--- src/rtl/mips_fetch_pkg.sv ---
`default_nettype none
// ============================================================================
//  Module      : mips_fetch_pkg
//  Description : Shared constants for the instruction fetch unit.
//  Revision    : 1.0 - initial release
// ============================================================================
package mips_fetch_pkg;

    // Width of an instruction word returned by instruction memory
    localparam int C_INSTR_W = 32;

    // Byte distance between sequential instructions
    localparam int C_PC_INC = 4;

    // Default number of fetch slots (in flight + queued)
    localparam int C_DEPTH = 2;

    // Default fetch PC after reset
    localparam logic [31:0] C_RESET_PC = 32'h0040_0000;

    // Width of a counter able to hold the values 0..depth
    function automatic int cnt_width(input int depth);
        return $clog2(depth) + 1;
    endfunction

endpackage : mips_fetch_pkg
`default_nettype wire

--- src/rtl/sync_fifo.sv ---
`default_nettype none
// ============================================================================
//  Module      : sync_fifo
//  Description : Small synchronous FIFO with flush, simultaneous push/pop and
//                synchronous active-low reset. DEPTH must be a power of two.
//  Revision    : 1.0 - initial release
// ============================================================================
module sync_fifo #(
    parameter int WIDTH = 32,
    parameter int DEPTH = 2
) (
    input  logic                     clk,
    input  logic                     reset,
    input  logic                     flush,
    input  logic                     push,
    input  logic [WIDTH-1:0]         push_data,
    input  logic                     pop,
    output logic [WIDTH-1:0]         head_data,
    output logic                     empty,
    output logic [$clog2(DEPTH):0]   count
);

    localparam int C_AW = $clog2(DEPTH);

    logic [WIDTH-1:0] r_mem [DEPTH];
    logic [C_AW-1:0]  r_wr_ptr;
    logic [C_AW-1:0]  r_rd_ptr;
    logic [C_AW:0]    r_count;
    logic             w_full;
    logic             w_push;
    logic             w_pop;

    assign w_full    = (r_count == (C_AW+1)'(DEPTH));
    assign empty     = (r_count == '0);
    assign count     = r_count;
    assign head_data = r_mem[r_rd_ptr];

    // Guard the pointers so a misuse cannot corrupt the occupancy count
    assign w_push = push && !w_full;
    assign w_pop  = pop && !empty;

    // Pointer and occupancy tracking; flush empties the FIFO in one cycle
    always_ff @(posedge clk) begin
        if (!reset || flush) begin
            r_wr_ptr <= '0;
            r_rd_ptr <= '0;
            r_count  <= '0;
        end else begin
            if (w_push) begin
                r_wr_ptr <= r_wr_ptr + 1'b1;
            end
            if (w_pop) begin
                r_rd_ptr <= r_rd_ptr + 1'b1;
            end
            r_count <= r_count + (C_AW+1)'(w_push) - (C_AW+1)'(w_pop);
        end
    end

    // Storage array; contents need no reset because empty gates their use
    always_ff @(posedge clk) begin
        if (reset && !flush && w_push) begin
            r_mem[r_wr_ptr] <= push_data;
        end
    end

    // The owner's credit scheme must never overfill or underflow the FIFO
    always_ff @(posedge clk) begin
        if (reset && !flush) begin
            assert (!(push && w_full));
            assert (!(pop && empty));
        end
    end

endmodule : sync_fifo
`default_nettype wire

--- src/rtl/instr_fetch_unit.sv ---
`default_nettype none
// ============================================================================
//  Module      : instr_fetch_unit
//  Description : Owns the fetch PC, issues in-order instruction memory reads,
//                pairs each response with its PC and queues {pc, instr} for
//                decode. Redirects reload the PC, flush and drop stale data.
//  Revision    : 1.0 - initial release
// ============================================================================
module instr_fetch_unit
    import mips_fetch_pkg::*;
#(
    parameter int           N        = 32,
    parameter logic [N-1:0] RESET_PC = N'(C_RESET_PC),
    parameter int           DEPTH    = C_DEPTH
) (
    input  logic                 clk,
    input  logic                 reset,
    input  logic                 redirect_valid,
    input  logic [N-1:0]         redirect_pc,
    output logic                 imem_req_valid,
    input  logic                 imem_req_ready,
    output logic [N-1:0]         imem_req_addr,
    input  logic                 imem_rsp_valid,
    input  logic [C_INSTR_W-1:0] imem_rsp_data,
    output logic                 if_valid,
    input  logic                 if_ready,
    output logic [N-1:0]         if_pc,
    output logic [C_INSTR_W-1:0] if_instr
);

    localparam int C_CW = cnt_width(DEPTH);
    localparam int C_SW = C_CW + 2;
    localparam int C_QW = N + C_INSTR_W;

    logic [N-1:0]      r_fetch_pc;
    logic [C_CW-1:0]   r_live;
    logic [C_CW-1:0]   r_discard;
    logic [C_CW-1:0]   w_live_nxt;
    logic [C_CW-1:0]   w_discard_nxt;

    logic [C_SW-1:0]   w_occupancy;
    logic              w_accept;
    logic              w_rsp_drop;
    logic              w_rsp_take;
    logic              w_rsp_used;
    logic [N-1:0]      w_redirect_aligned;

    logic [N-1:0]      w_inf_pc;
    logic              w_inf_empty;
    logic [C_CW-1:0]   w_inf_count;

    logic [C_QW-1:0]   w_q_head;
    logic              w_q_empty;
    logic [C_CW-1:0]   w_q_count;

    // Every slot is accounted for: live requests, stale requests still owed
    // a response, and entries waiting for decode. A request is only issued
    // when its eventual response is guaranteed a queue slot.
    assign w_occupancy    = C_SW'(r_live) + C_SW'(r_discard) + C_SW'(w_q_count);
    assign imem_req_valid = reset && (w_occupancy < C_SW'(DEPTH)) && !redirect_valid;
    assign imem_req_addr  = r_fetch_pc;
    assign w_accept       = imem_req_valid && imem_req_ready;

    // Stale responses are consumed first; responses with nothing owed are ignored
    assign w_rsp_drop = imem_rsp_valid && (r_discard != '0);
    assign w_rsp_take = imem_rsp_valid && (r_discard == '0) && (r_live != '0);
    assign w_rsp_used = w_rsp_drop || w_rsp_take;

    assign w_redirect_aligned = redirect_pc & ~N'(3);

    // Live/discard bookkeeping; a redirect turns all live requests stale
    always_comb begin
        w_live_nxt    = r_live;
        w_discard_nxt = r_discard;
        if (redirect_valid) begin
            w_live_nxt    = '0;
            w_discard_nxt = r_live + r_discard - C_CW'(w_rsp_used);
        end else begin
            w_live_nxt    = r_live + C_CW'(w_accept) - C_CW'(w_rsp_take);
            w_discard_nxt = r_discard - C_CW'(w_rsp_drop);
        end
    end

    // Counter registers
    always_ff @(posedge clk) begin
        if (!reset) begin
            r_live    <= '0;
            r_discard <= '0;
        end else begin
            r_live    <= w_live_nxt;
            r_discard <= w_discard_nxt;
        end
    end

    // Fetch PC: redirect target wins, otherwise advance on each accepted request
    always_ff @(posedge clk) begin
        if (!reset) begin
            r_fetch_pc <= RESET_PC;
        end else if (redirect_valid) begin
            r_fetch_pc <= w_redirect_aligned;
        end else if (w_accept) begin
            r_fetch_pc <= r_fetch_pc + N'(C_PC_INC);
        end
    end

    // PCs of outstanding requests, in issue order
    sync_fifo #(
        .WIDTH (N),
        .DEPTH (DEPTH)
    ) u_inflight_fifo (
        .clk       (clk),
        .reset     (reset),
        .flush     (redirect_valid),
        .push      (w_accept),
        .push_data (r_fetch_pc),
        .pop       (w_rsp_take && !redirect_valid),
        .head_data (w_inf_pc),
        .empty     (w_inf_empty),
        .count     (w_inf_count)
    );

    // {pc, instr} pairs waiting for decode; a redirect ignores the same-cycle pop
    sync_fifo #(
        .WIDTH (C_QW),
        .DEPTH (DEPTH)
    ) u_out_queue (
        .clk       (clk),
        .reset     (reset),
        .flush     (redirect_valid),
        .push      (w_rsp_take && !redirect_valid),
        .push_data ({w_inf_pc, imem_rsp_data}),
        .pop       (if_valid && if_ready && !redirect_valid),
        .head_data (w_q_head),
        .empty     (w_q_empty),
        .count     (w_q_count)
    );

    assign if_valid = !w_q_empty;
    assign if_pc    = if_valid ? w_q_head[C_QW-1:C_INSTR_W] : '0;
    assign if_instr = if_valid ? w_q_head[C_INSTR_W-1:0]    : '0;

    // The live counter mirrors the in-flight PC FIFO occupancy
    always_ff @(posedge clk) begin
        if (reset) begin
            assert (w_inf_count == r_live);
            assert (!(w_rsp_take && w_inf_empty));
        end
    end

endmodule : instr_fetch_unit
`default_nettype wire

--- config.mk ---
export PLATFORM = sky130hd
export DESIGN_NAME = instr_fetch_unit
export DESIGN_NICKNAME = d
export VERILOG_FILES = /design/src/rtl/mips_fetch_pkg.sv /design/src/rtl/sync_fifo.sv /design/src/rtl/instr_fetch_unit.sv
export SDC_FILE = /design/constraint.sdc
export NUM_CORES = 1
export LEC_CHECK = 0
export ABC_AREA = 1
export BUFFER_PORTS_ARGS = -buffer_cell sky130_fd_sc_hd__buf_2
export CAP_MARGIN = 15
export CORE_ASPECT_RATIO = 1.25
export CORE_MARGIN = 2
export CORE_UTILIZATION = 35
export CTS_BUF_LIST = sky130_fd_sc_hd__clkbuf_4 sky130_fd_sc_hd__clkbuf_8
export CTS_CLUSTER_DIAMETER = 150
export CTS_CLUSTER_SIZE = 24
export DETAILED_ROUTE_END_ITERATION = 10
export PLACE_DENSITY_LB_ADDON = 0.1
export SLEW_MARGIN = 20
export SYNTH_ARGS = -nofsm -noshare
export SYNTH_HDL_FRONTEND = slang
export SYNTH_SLANG_ARGS = --single-unit
--- constraint.sdc ---
create_clock -name clk -period 6.75 [get_ports clk]
set_clock_uncertainty 0.05 [all_clocks]
set_input_delay 0.3375 -clock clk [delete_from_list [all_inputs] [get_ports clk]]
set_output_delay 0.3375 -clock clk [all_outputs]
set_load 0.02 [all_outputs]
# After elaboration in Yosys (flattened, before gate mapping)
# Memories as Yosys holds them, arrays and structs flattened. A register that Yosys moved wholly into a read port is not among the register bits.
# Cells that the tools add are included.
[word_totals]
regBits = 44
latchBits = 0
mem_bits_rw = 192
romBits = 0
input_bits = 70
out_inout_bits = 98
word_cells = 76
mem_count = 2
[classes]
add_sub_neg = 16
multipliers = 0
div_mod_pow = 0
magnitude_cmp = 1
n_eq_ne = 2
n_shift = 0
muxes = 13
n_bitwise = 1
reduce_logical = 31
[mem_list]
columns = ["memory", "depth", "width", "read_ports", "rd_clocked_by_memory_dff", "write_ports", "line_no", "text"]
rows = [
  ["u_out_queue.r_mem", 2, 64, 1, 1, 1, "sync_fifo.sv:25", "logic [WIDTH-1:0] r_mem [DEPTH];"],
  ["u_inflight_fifo.r_mem", 2, 32, 1, 1, 1, "sync_fifo.sv:25", ""],
]
[ops]
columns = ["operator", "count"]
rows = [
  ["$mux W32", 4],
  ["$add A32 B3 Y32 const B", 1],
  ["$logic_and A1 B1 Y1", 16],
  ["$sub A2 B1 Y2", 5],
  ["$mux W1", 8],
  ["$add A2 B1 Y2", 3],
  ["$logic_not A1 Y1", 6],
  ["$logic_not A2 Y1", 3],
  ["$reduce_bool A2 Y1", 3],
  ["$add A1 B1 Y1 const B", 4],
  ["$add A3 B2 Y4", 1],
  ["$eq A2 B2 Y1 const B", 2],
  ["$lt A4 B2 Y1 const B", 1],
  ["$add A2 B2 Y3", 1],
  ["$add A2 B2 Y2", 1],
  ["$logic_or A1 B1 Y1", 2],
  ["$mux W2", 1],
  ["$reduce_or A2 Y1", 1],
  ["$not A1 Y1", 1],
]

# Depth between registers and ports, before layout
# Gate-level depths: netlist of the first run.
[logic_depth]
ltp_word = 10
ltp_mapped = 15
mapped_depth_nobuf = 14

# Modules after synthesis
# From an unflattened synthesis of the first run, not the netlist that was laid out.
[hier_totals]
cells_unflattened = 955
area_unflattened_um2 = 11099.4
[by_module_without_submodules]
columns = ["mod", "instances", "cells_each", "area_each_um2", "seq_area_each_um2"]
rows = [
  ["sync_fifo (u_out_queue)", 1, 239, 5178.7, 3943.8],
  ["instr_fetch_unit", 1, 576, 3196.8, 680.7],
  ["sync_fifo (u_inflight_fifo)", 1, 140, 2723.9, 2021.9],
]

# Worst setup path before layout of the first run
# OpenSTA, ideal clock, no wires.
[synth_timing]
path_type = "flip-flop to flip-flop"
start = "register r_live[1]"
end = "memory u_out_queue.r_mem[1][0] (netlist bit), enable pin"
setup_ps = 558
t_arrival_ps = 5023
t_required_ps = 6142
path_slack_ps = 1119
stages_incl_launch_ff = 7
path_buffers = 0
period_less_slack_ps = 5631
path_cell_list = "dfxtp_1 > nor2_1 > nor2_1 > nand2_1 > nor2_1 > o21ai_0 > nor3_1"
[synth_between]
elab_chain_cells = 7
[synth_rtl]
columns = ["item", "line_no", "text"]
rows = [
  ["from (decl)", "instr_fetch_unit.sv:36", "logic [C_CW-1:0] r_live;"],
  ["from (signal assigned)", "instr_fetch_unit.sv:90", "r_live <= w_live_nxt;"],
  ["$reduce_bool A2 Y1", "instr_fetch_unit.sv:66", "assign w_rsp_take = imem_rsp_valid && (r_discard == '0) && (r_live != '0);"],
  ["$logic_and A1 B1 Y1", "instr_fetch_unit.sv:66", ""],
  ["$logic_and A1 B1 Y1", "instr_fetch_unit.sv:130", ".push (w_rsp_take && !redirect_valid),"],
  ["$logic_and A1 B1 Y1", "sync_fifo.sv:39", "assign w_push = push && !w_full;"],
  ["$logic_and A1 B1 Y1", "sync_fifo.sv:61", "if (reset && !flush && w_push) begin"],
  ["$mux W1", "sync_fifo.sv:61", ""],
  ["$mux W1 (not written as such)", "sync_fifo.sv:62", "r_mem[r_wr_ptr] <= push_data;"],
  ["to (decl)", "sync_fifo.sv:25", ""],
]
# Every way passes these cells.

# Worst setup path after layout of the first run
[layout_timing]
start = "register r_live[1]"
end = "memory u_inflight_fifo.r_mem[2][26], in the netlist u_inflight_fifo.r_mem[1][26], enable pin"
[layout_between]
elab_chain_cells = 10
[layout_rtl]
columns = ["item", "line_no", "text"]
rows = [
  ["$add A2 B2 Y3", "instr_fetch_unit.sv:59", "assign w_occupancy = C_SW'(r_live) + C_SW'(r_discard) + C_SW'(w_q_count);"],
  ["$add A3 B2 Y4", "instr_fetch_unit.sv:59", ""],
  ["$lt A4 B2 Y1", "instr_fetch_unit.sv:60", "assign imem_req_valid = reset && (w_occupancy < C_SW'(DEPTH)) && !redirect_valid;"],
  ["$logic_and A1 B1 Y1 (2 in series)", "instr_fetch_unit.sv:60", ""],
  ["$logic_and A1 B1 Y1", "instr_fetch_unit.sv:62", "assign w_accept = imem_req_valid && imem_req_ready;"],
  ["$logic_and A1 B1 Y1", "sync_fifo.sv:39", ""],
  ["$logic_and A1 B1 Y1", "sync_fifo.sv:61", ""],
  ["$mux W1", "sync_fifo.sv:61", ""],
  ["$mux W1 (not written as such)", "sync_fifo.sv:62", ""],
  ["to (decl)", "sync_fifo.sv:25", ""],
]
# Every way passes these cells.

==> results of run 1 <==
per-layer routing:
metal | vias up | wire length, um | global-route usage, %
met3 | 24 | 947 | 2.20
met1 | 3216 | 10300 | 19.7
li1 | 3453 | - | -
met4 | 0 | 378 | 3.56
met2 | 140 | 12000 | 29.2
met5 | - | 0 | 0
how the worst min path moves through the flow:
stage                        startpoint                to  slack, ns  cells after the start
6_report                 redirect_pc[5]  imem_req_addr[5]       0.04                      3
3_3_place_gp   u_inflight_fifo.r_rd_ptr          register       0.40                      2
2_1_floorplan                     reset  imem_req_addr[7]       0.39                      2
3_5_place_dp       u_out_queue.r_rd_ptr          register       0.41                      2
4_1_cts                  redirect_pc[5]  imem_req_addr[5]      0.003                      3
5_1_grt                  redirect_pc[5]  imem_req_addr[5]      0.009                      3
power by group:
part | switching, W | internal [W]
registers | 0.0000318 | 0.00154
clock network | 0.000419 | 0.000228
logic | 0.000102 | 0.0000728
cell usage after synthesis (all sizes together), types with 2 or more instances:
master | count | area share (%)
nand2 | 290 | 11
edfxtp | 184 | 57
a21oi | 97 | 5.0
inv | 75 | 2.9
nor2 | 66 | 2.6
dfxtp | 44 | 9.0
mux2 | 30 | 3.5
clkbuf | 27 | 1.0
o21ai | 27 | 1.4
nand3 | 25 | 1.4
ha | 12 | 1.5
buf | 11 | 0.83
xor2 | 8 | 0.72
xnor2 | 7 | 0.63
a31oi | 5 | 0.32
nand3b | 4 | 0.31
a22oi | 2 | 0.15
o21bai | 2 | 0.15
or2 | 2 | 0.13
sequential cells by signal, summed over array words and instances (netlist names), named ones only:
| name | count |
|---|---|
| u_inflight_fifo.r_mem | 60 |
| u_inflight_fifo.r_rd_ptr | 1 |
| u_out_queue.r_wr_ptr | 1 |
| r_discard | 2 |
| u_out_queue.count | 2 |
| u_out_queue.r_rd_ptr | 1 |
| u_inflight_fifo.r_wr_ptr | 1 |
| u_inflight_fifo.count | 2 |
| imem_req_addr | 30 |
| r_live | 2 |
| u_out_queue.r_mem | 124 |
cells by family after synthesis:
logic type | count (synthesis) | share of synthesized area [%]
AOI/OAI and AO/OA | 135 | 7.14
xor gates and xnor gates | 15 | 1.35
adders and majority gates | 13 | 1.74
buffers and inverters | 114 | 4.80
DFF | 228 | 65.7
muxes | 30 | 3.46
other | 1 | 0.0384
and+or+nand+nor | 389 | 15.8
worst reg2reg max path: cells and delay by family, from the launching register on:
family,cells,cell delay [ns]
fa+ha+maj,2,0.83
buf+inv,4,0.98
flops,1,0.44
simple gates,4,0.65
layout make-up:
class / instances / area, sq um / area share, %
clock buffer: 20 / 231 / 2.01
sequential: 228 / 6410 / 55.6
inverter: 76 / 285 / 2.47
clock inverter: 2 / 23.8 / 0.206
timing repair buffer: 205 / 1230 / 10.7
multi-input combinational: 586 / 2920 / 25.3
tap: 350 / 438 / 3.80
metrics by stage:
stage | instances | setup WS, ns | area (sq um)
4_1_cts | 1467 | 3.37 | 11500
6_report | 1467 | 3.42 | 11500
5_1_grt | 1467 | 3.15 | 11500
3_3_place_gp | 1408 | 3.41 | 10900
3_5_place_dp | 1408 | 3.38 | 10900
2_1_floorplan | 928 | 1.12 | 9770
==> flow_summary.json, run 1 <==
{
  "rows": 68,
  "fin_nets": 1193,
  "viasPerCell": 4.66,
  "cts_buffer_depth": 3,
  "cts_made_buffers": 13,
  "portBuffers": 161,
  "finalWirelength_mm": 23.7,
  "gp_congestion": 0.851,
  "synth-edff-count": 184,
  "endpoint": "u_inflight_fifo.r_mem[1][26]",
  "ys_ff_latch": 228,
  "cts_tree": "built",
  "drc": 0,
  "r2r_cells": 10,
  "rsz0062_at_grt": "false",
  "hold_ws_ns": 0.0430,
  "synth_cell_types": 34,
  "antenna_left": 0,
  "tns_ns": 0,
  "wl_per_cell_um": 16.1,
  "crit_buf_inv": 4,
  "cp_slowest_cell": "fa_1",
  "layout_common_cells": "289 x nand2_1, 184 x edfxtp_1, 161 x buf_2, 97 x a21oi_1, 71 x inv_1",
  "syn_avg_cell_area_sq_um": 10.5,
  "crit_top_cell": "inv_1",
  "cp-startpoint": "r_live[1]",
  "grt_pass1_wl_mm": 36.3,
  "max_slew_margin_pct": 34.8,
  "clk_pin_slew_ns": 0.13,
  "worst_slew_pin_slew_ns": 0.977,
  "layout_min_cycle_time_ns": 3.33,
  "drt-initial-drc-count": 291,
  "setup_viol": 0,
  "num_vias": 6833,
  "pin_count": 168,
  "h-tree-depth": 1,
  "clock.fmax_mhz": 301,
  "post-route-period-util_pct": 49.3,
  "drive_gt1_share_pct": 21.2,
  "final_util_pct": 42.0,
  "fillers": 2693,
  "crit_chain": "inv_1, fa_1, inv_1, ha_1, nor2_1, nand3_4, inv_2, nand2_2, nor2_2, buf_4",
  "grt_pass1_vias": 6518,
  "cp.arrival_ns": 3.45,
  "ctsHoldBuffers": 37,
  "root_buffer": "clkbuf_8",
  "die_width_um": 153,
  "yosys_most_used_dff": "edfxtp_1",
  "path_class": "register to register",
  "final_common_cell": "nand2_1",
  "die_area_sq_um": 29200,
  "power.leakage_nw": 4.50,
  "area_delta_synth_final_pct": 18.2,
  "cp_data_required_time_ns": 6.87,
  "firstDrtPassIters": 5,
  "min_path_type": "input pin to register",
  "clock_latency_ns": 0.54,
  "synth_warnings": 0,
  "core_sq_um": 27500,
  "synthArstFlopShare_pct": 0,
  "netlist_instances": 925,
  "cap_violations": 0,
  "cp_max_fo": 30,
  "slew_violations": 0,
  "power.density_nw_per_um2": 208,
  "r2r_start": "r_live[1]",
  "antenna_found_initial": 0,
  "num_antenna_cells": 0,
  "seq_area_frac_synth_pct": 65.7,
  "track_usage_pct": 15.9,
  "startpoint_type": "register",
  "finalHoldViolations": 0,
  "grt_max_degree": 64,
  "slowest_delay_ns": 0.54,
  "ff2ff_setup_slack_ns": 3.42,
  "path_delay_family": "buffers and inverters",
  "cts.sinks": 228,
  "path_depth": 10,
  "post-cts-setup-buffers": 0,
  "status": "complete, no violations",
  "end_kind": "register",
  "post-dp-hpwl_mm": 14.9,
  "ir_worst_vdd_mv": 0.0945,
  "total_power_w": 0.00239,
  "ctsResizeCount": 0,
  "r2r_end": "u_inflight_fifo.r_mem[1][26]",
  "die_height_um": 191,
  "initial_core_util_pct": 35.5,
  "globalRouteOverflowTotal": 0,
  "syn-cell-area_sq_um": 9750
}
(Power assumes the default switching activity.)
==> run 2: changes to the inputs <==
Clock period 6.75 ns to 3.4 ns, I/O delays scaled along.
==> run 2 against run 1 <==
  * Count of clock-buffer cells in the layout stayed put
  * Global-route usage hardly changed
  * Worst hold slack improved by 0.092 ns
  * Cell area up 3.3%
  * Sequential power is 99% higher
  * Setup slack worse by 3.0 ns
  * Sequential cell count is the same
  * Critical path depth is 2 higher
  * Largest power group unchanged
==> flow_summary.json, run 2 (synthesis gave the netlist of run 1 again) <==
{
  "status": "complete, no violations",
  "path_delay_family": "buffers and inverters",
  "cp_slowest_cell": "dlygate4sd3_1",
  "cts_buffer_depth": 3,
  "firstDrtPassIters": 5,
  "power.density_nw_per_um2": 399,
  "cp.arrival_ns": 3.36,
  "grt_pass1_vias": 6779,
  "regArea_sq_um": 6410,
  "clock_latency_ns": 0.53,
  "num_antenna_cells": 0,
  "crit_buf_inv": 5,
  "hold_ws_ns": 0.135,
  "grt_pass1_wl_mm": 36.7,
  "slew_violations": 0,
  "post-route-period-util_pct": 87.4,
  "slowest_delay_ns": 0.59,
  "cts_made_buffers": 13,
  "placed_cells": 1416,
  "root_buffer": "clkbuf_8",
  "largest_reg_flops": 124,
  "post-dp-hpwl_mm": 15.8,
  "die_area_sq_um": 29200,
  "power.leakage_nw": 4.67,
  "wl_per_cell_um": 15.8,
  "cp_data_required_time_ns": 3.79,
  "rows": 68,
  "ir_worst_vdd_mv": 0.194,
  "clock.fmax_mhz": 336,
  "total_power_w": 0.00476,
  "fin_nets": 1230,
  "rsz0062_at_grt": "false",
  "cts_tree": "built",
  "grt_max_degree": 63,
  "worst_slew_pin_slew_ns": 0.791,
  "pin_count": 168,
  "drc": 0,
  "finalHoldViolations": 0,
  "cap_violations": 0,
  "antenna_left": 0,
  "cp_max_fo": 11,
  "setup_viol": 0,
  "layoutNonFillerInstCount": 1503,
  "h-tree-depth": 1,
  "die_width_um": 153,
  "crit_chain": "inv_1, fa_1, inv_1, ha_1, nor2_1, nand3_4, nand2_1, buf_4, o21ai_0, inv_1, a21oi_1, dlygate4sd3_1",
  "fillers": 2688,
  "multiInputGateArea_sq_um": 2920,
  "antenna_found_initial": 0,
  "gp_congestion": 0.864,
  "tns_ns": 0,
  "min_path_type": "input pin to register",
  "finalWirelength_mm": 23.7,
  "regMostFlops": "u_out_queue.r_mem",
  "core_sq_um": 27500,
  "clk_pin_slew_ns": 0.16,
  "fin_ws_ns": 0.428,
  "final_common_cell": "nand2_1",
  "portBuffers": 161,
  "startpoint_type": "register",
  "layout_min_cycle_time_ns": 2.97,
  "drt-initial-drc-count": 352,
  "area_delta_synth_final_pct": 22.2,
  "track_usage_pct": 15.9,
  "globalRouteOverflowTotal": 0,
  "num_vias": 6948,
  "initial_core_util_pct": 35.5,
  "place_ws_ns": 0.650,
  "end_kind": "register",
  "viasPerCell": 4.62,
  "die_height_um": 191,
  "layout_common_cells": "289 x nand2_1, 184 x edfxtp_1, 161 x buf_2, 97 x a21oi_1, 71 x inv_1",
  "drive_gt1_share_pct": 21.1,
  "max_slew_margin_pct": 47.2,
  "cts.sinks": 228,
  "crit_top_cell": "inv_1",
  "path_class": "register to register"
}
-- run 2: cell type report --
class	instances	area share, %
timing repair buffer	242	13.6
clock inverter	1	0.136
clock buffer	20	1.94
sequential	228	53.8
multi-input combinational	586	24.5
inverter	76	2.39
tap	350	3.67
-- run 2: final timing paths --
kind	cells after the start	from	to	slack [ns]
setup reg to reg	12	r_live[1]	imem_req_addr[13]	0.43
hold / removal	5	imem_req_ready	u_inflight_fifo.r_wr_ptr	0.13
hold reg to reg	2	u_out_queue.r_wr_ptr	u_out_queue.r_wr_ptr	0.42
setup / recovery	12	r_live[1]	imem_req_addr[13]	0.43
-- run 2: repair_timing --
item | 4_1_cts | 5_1_grt
hold buffers | 66 | 0
endpoints found under the hold margin | 97 | 0
resized for setup | 0 | 0
buffers inserted | 0 | 0
-- run 2: metal layers --
metal | global-route usage, % | vias to the layer above | part of all wire, %
li1 | - | 3526 | -
met5 | 0 | - | 0
met4 | 2.81 | 0 | 1.2
met2 | 29.4 | 137 | 51
met1 | 20.1 | 3259 | 45
met3 | 1.93 | 26 | 3.6
-- run 2: per-stage QoR --
stage / utilization, % / instance area [sq um]
final: 43.4 / 11900
after global routing: 43.4 / 11900
after CTS: 43.4 / 11900
after detailed placement: 40.1 / 11000
after global placement: 40.1 / 11000
after floorplan: - / 9780
-- run 2: power by group --
part | internal [W] | switching [W] | leakage [nW]
Combinational | 0.000170 | 0.000208 | 2.51
Sequential | 0.00306 | 0.0000634 | 2.03
Clock | 0.000449 | 0.000811 | 0.133
-- run 2: tightest hold or removal path, delay by kind of cell --
family	cells	cell delay, ns
compound gates	1	0.08
buf+inv	2	0.17
simple gates	2	0.23
